`config.mk`:
```
export PLATFORM = sky130hd
export DESIGN_NAME = demux1ne2_reg
export DESIGN_NICKNAME = d
export VERILOG_FILES = /design/src/rtl/demux1ne2_reg.sv
export SDC_FILE = /design/constraint.sdc
export NUM_CORES = 1
export LEC_CHECK = 0
export CORE_ASPECT_RATIO = 1.4
export CORE_MARGIN = 2
export CORE_UTILIZATION = 33
export DETAILED_ROUTE_END_ITERATION = 8
export PLACE_DENSITY = 0.75
export SYNTH_ARGS = -nofsm -noshare
export SYNTH_HDL_FRONTEND = slang
export SYNTH_SLANG_ARGS = --single-unit
```
`constraint.sdc`:
```
create_clock -name clk -period 1.2 [get_ports clk]
set_input_delay 0.24 -clock clk [delete_from_list [all_inputs] [get_ports clk]]
set_output_delay 0.24 -clock clk [all_outputs]
set_load 0.03 [all_outputs]
```
`src/rtl/demux1ne2_reg.sv`:
```
// -----------------------------------------------------------------------------
// demux1ne2_reg : registered 1-to-2 demultiplexer with valid/ready handshakes.
//
// Steers one input stream to one of two output channels. The channel is
// chosen per transfer by sinjali. Each channel has a one-entry holding
// register, so the two consumers are decoupled from each other and from the
// producer. The input is blocked only by the channel it currently selects.
//
// Parameters
//   WIDTH  data width in bits (>= 1)
//   CNT_W  width of the per-channel completed-transfer counters
//
// Ports
//   clk, rst_n            rising-edge clock, asynchronous active-low reset
//   hyrja, sinjali        input word and channel select (0 -> dalja0, 1 -> dalja1)
//   in_valid, in_ready    input handshake; in_ready is 0 while rst_n = 0
//   dalja0, out0_valid,   channel 0 data/valid (both straight from flops)
//   out0_ready              and consumer ready
//   dalja1, out1_valid,   channel 1 data/valid (both straight from flops)
//   out1_ready              and consumer ready
//   cnt_clr               synchronous clear of both counters
//   cnt0, cnt1            completed output transfers per channel
//
// Configuration
//   DEMUX_CNT_EN  when defined, cnt0/cnt1 count completed output handshakes
//                 (modulo 2^CNT_W, cnt_clr wins over a same-cycle increment).
//                 When undefined, the counters are tied to 0, cnt_clr is
//                 ignored and the port list is unchanged.
// -----------------------------------------------------------------------------
module demux1ne2_reg #(
  parameter int WIDTH = 8,
  parameter int CNT_W = 8
) (
  input  logic             clk,
  input  logic             rst_n,
  input  logic [WIDTH-1:0] hyrja,
  input  logic             sinjali,
  input  logic             in_valid,
  output logic             in_ready,
  output logic [WIDTH-1:0] dalja0,
  output logic             out0_valid,
  input  logic             out0_ready,
  output logic [WIDTH-1:0] dalja1,
  output logic             out1_valid,
  input  logic             out1_ready,
  input  logic             cnt_clr,
  output logic [CNT_W-1:0] cnt0,
  output logic [CNT_W-1:0] cnt1
);

  logic sel_free;  // selected channel is empty or draining this cycle
  logic acc0;
  logic acc1;
  logic drain0;
  logic drain1;

  // Only the selected channel gates the input, so a stalled channel never
  // blocks traffic headed for the other one.
  always_comb begin
    // NOTE: assign a default before any branch so no path leaves the signal
    // unassigned; otherwise synthesis infers a latch.
    sel_free = 1'b0;
    if (sinjali) begin
      sel_free = ~out1_valid | out1_ready;
    end else begin
      sel_free = ~out0_valid | out0_ready;
    end
  end

  assign in_ready = rst_n & sel_free;

  assign acc0   = in_valid & in_ready & ~sinjali;
  assign acc1   = in_valid & in_ready &  sinjali;
  assign drain0 = out0_valid & out0_ready;
  assign drain1 = out1_valid & out1_ready;

  // Channel 0 holding register. An accept takes precedence over a drain: a
  // same-cycle drain + accept replaces the word and valid stays high, which
  // gives one word per cycle per channel.
  always_ff @(posedge clk or negedge rst_n) begin
    if (!rst_n) begin
      // NOTE: the data registers are reset as well because the outputs are
      // defined as 0 during reset, not merely "don't care while invalid".
      dalja0     <= '0;
      out0_valid <= 1'b0;
    end else if (acc0) begin
      // NOTE: non-blocking assignments for all state so every flop samples
      // pre-edge values regardless of statement order.
      dalja0     <= hyrja;
      out0_valid <= 1'b1;
    end else if (drain0) begin
      out0_valid <= 1'b0;  // data keeps its last value
    end
  end

  // Channel 1 holding register, same rules as channel 0.
  always_ff @(posedge clk or negedge rst_n) begin
    if (!rst_n) begin
      dalja1     <= '0;
      out1_valid <= 1'b0;
    end else if (acc1) begin
      dalja1     <= hyrja;
      out1_valid <= 1'b1;
    end else if (drain1) begin
      out1_valid <= 1'b0;
    end
  end

`ifdef DEMUX_CNT_EN
  // Completed output transfers per channel; clear beats increment and the
  // counters wrap naturally at 2^CNT_W.
  always_ff @(posedge clk or negedge rst_n) begin
    if (!rst_n) begin
      cnt0 <= '0;
      cnt1 <= '0;
    end else if (cnt_clr) begin
      cnt0 <= '0;
      cnt1 <= '0;
    end else begin
      if (drain0) cnt0 <= cnt0 + CNT_W'(1);
      if (drain1) cnt1 <= cnt1 + CNT_W'(1);
    end
  end
`else
  // Counters removed: outputs tied low, clear input deliberately sunk.
  logic cnt_clr_unused;
  assign cnt_clr_unused = cnt_clr;
  assign cnt0 = '0;
  assign cnt1 = '0;
`endif

endmodule
```
==> flow_summary.json <==
{
  "synth_top_area_cell": "dfrtp_1",
  "ys_ff_latch": 18,
  "start_util_pct": 34.9,
  "cp-endpoint": "in_ready",
  "grt_util_all_layers_pct": 12.9,
  "yosysWarnings": 0,
  "irDropWorstVdd_v": 0.000623,
  "viasPerCell": 4.17,
  "fmax_mhz": 733,
  "clkTransAtPathRegs_ns": 0.10,
  "antenna_left": 0,
  "clock_power_share_pct": 15.1,
  "cts_tree": "yes",
  "p_leak_uw": 0.000667,
  "drc": 0,
  "register_area_um2": 453,
  "core_um2": 2390,
  "rows": 21,
  "hp-class": "primary input to async pin",
  "critPathRequiredTime_ns": 0.96,
  "placed_area_um2": 1160,
  "worstSetupPathType": "flip-flop to output pin",
  "p_sw_uw": 695,
  "detail_route.wl_per_cell_um": 12.4,
  "die_w_um": 46.5,
  "tns_ns": -1.96,
  "path_cells": "nand2b_4 -> mux2i_2 -> nor2b_2 -> buf_6",
  "antenna_cells": 0,
  "slew_violations": 0,
  "power_frac_seq_pct": 41.5,
  "setup_ws_ns": -0.164,
  "r2r-end": "dalja1[6]",
  "synthDistinctLibCells": 11,
  "grt_pass1_vias": 562,
  "r2r-start": "out1_valid",
  "skew_ns": 0.00450,
  "cts_made_buffers": 3,
  "dr.pass1.iters": 2,
  "multi_input_area_um2": 405,
  "fin_total_pwr_uw": 1920,
  "worst_setup_path_end_kind": "output pin",
  "clock_latency_ns": 0.29,
  "p_per_area_nw_per_um2": 1450,
  "fin_crit_sh_pct": 114,
  "fin_nets": 126,
  "violations": "setup timing",
  "syn_inst": 62,
  "grt_max_degree": 13,
  "cp-startpoint": "out0_valid",
  "cap_violations": 0,
  "synth_top_area_share_pct": 54.1,
  "clockBufferDepth": 2,
  "drive_gt1_share_pct": 56.0,
  "place_hpwl_mm": 1.28,
  "finalWirelength_mm": 1.77,
  "path_depth": 4,
  "r2r_slack_ns": -0.13,
  "reg2regPathDepth": 5,
  "hold_ws_ns": 0.0724,
  "die_area_um2": 2950,
  "yosys-top-cells-area": "dfrtp_1 (54%), mux2_2 (22%), buf_4 (15%)",
  "htreeDepth": 1,
  "clock-root-buffer": "clkbuf_4",
  "synth.avg_cell_area_um2": 13.4,
  "cp_num_buf_inv": 1,
  "synth_area_um2": 833,
  "combPwrFrac_pct": 43.4,
  "drt_iter0_markers": 7,
  "slowest_stage": "dfrtp_2",
  "gp_congestion": 0.739,
  "overflow": 0,
  "slowest_delay_ns": 0.43,
  "syn2layout_area_growth_pct": 59.0,
  "final_area_um2": 1330,
  "antenna_found_initial": 0,
  "status": "complete, but fails checks",
  "start_kind": "flip-flop",
  "p_sw_share_pct": 36.1,
  "vias": 596,
  "setup_viol": 18,
  "grt_setup_unrepaired": "yes",
  "critPathMaxFanout": 3,
  "die_h_um": 63.5,
  "portBuffers": 32,
  "numClockSinks": 18,
  "timing.final.crit_period_ns": 1.36,
  "p_int_uw": 1230,
  "ys_seq_area_share_pct": 54.1,
  "grt_pass1_wl_mm": 2.64,
  "hold_viol_final": 0,
  "fill_cells": 211,
  "critical_path.top_delay_family": "flip-flops",
  "io_pins": 50,
  "crit_arrival_ns": 1.12
}
-- power groups by stage --
stage          combinational, uW  sequential, uW  clock (uW)
2_1_floorplan                272            1040           0
3_3_place_gp                 764             806           0
3_5_place_dp                 770             806           0
4_1_cts                      831             802         302
5_1_grt                      873             815         329
6_report                     835             799         290
-- flip-flops by register name, summed over array words and instances, names as in the netlist --
register    count
dalja0          8
dalja1          8
out0_valid      1
out1_valid      1
-- worst min path at each step --
stage	endpoint	from	cells after the start	slack [ns]
6_report	dalja0[3]	rst_n	2	0.07
2_1_floorplan	dalja0[0]	rst_n	0	-0.06
4_1_cts	dalja0[3]	rst_n	2	0.07
5_1_grt	dalja0[0]	rst_n	2	0.08
3_3_place_gp	dalja0[7]	dalja0[7]	1	0.50
3_5_place_dp	dalja1[5]	dalja1[5]	1	0.50
-- routing by layer --
layer  GRT usage, %  vias to the layer above  wire length [um]
met2           20.3                       32               951
met3           2.87                        5               102
met1           15.8                      287               673
met5              0                        -                 0
met4           6.43                        0                41
li1               -                      272                 -
-- through the flow --
step / util, % / worst slack, ns / cells
2_1_floorplan: - / -0.205 / 77
3_3_place_gp: 48.7 / -0.477 / 133
3_5_place_dp: 48.7 / -0.491 / 133
4_1_cts: 54.8 / -0.183 / 142
5_1_grt: 55.4 / -0.224 / 143
6_report: 55.4 / -0.164 / 143
-- logic make-up after synthesis --
logic type | Yosys count | synth area share [%]
compound gates | 1 | 0.600
buf+inv | 17 | 15.3
flops | 18 | 54.1
mux | 17 | 22.8
other cells | 1 | 0.450
simple gates | 8 | 6.76
-- cell usage after synthesis --
library cell	number
buf_4	17
conb_1	1
dfrtp_1	18
mux2_2	16
mux2i_1	1
nand2_1	2
nand2b_1	2
nand3_1	1
nor2b_1	2
nor3b_4	1
o21ai_0	1
-- layout make-up --
| cell class | count | share of cell area, % |
|---|---|---|
| multi-input combinational | 42 | 30.6 |
| timing repair buffer | 46 | 30.3 |
| clock buffer | 3 | 1.70 |
| sequential | 18 | 34.2 |
| tap | 34 | 3.21 |
-- cell usage in the layout, fill, tap and decap left out --
master,count
mux2i_2,1
nor3b_4,1
clkbuf_4,3
dfrtp_2,2
clkdlybuf4s50_1,8
nor2b_4,1
nand2b_4,2
nand3_2,1
buf_4,25
o21ai_0,1
mux2_4,16
buf_6,8
dlygate4sd2_1,5
conb_1,16
nand2_1,2
dfrtp_1,16
nor2b_2,1
-- repair_timing --
| item | 4_1_cts | 5_1_grt |
|---|---|---|
| pin swaps | 1 | 0 |
| hold buffers | 0 | 0 |
| buffers inserted | 6 | 1 |
| resized for setup | 25 | 2 |
| setup endpoints to repair | 17 | 17 |
No activity file was read; power rests on OpenSTA's default activity.
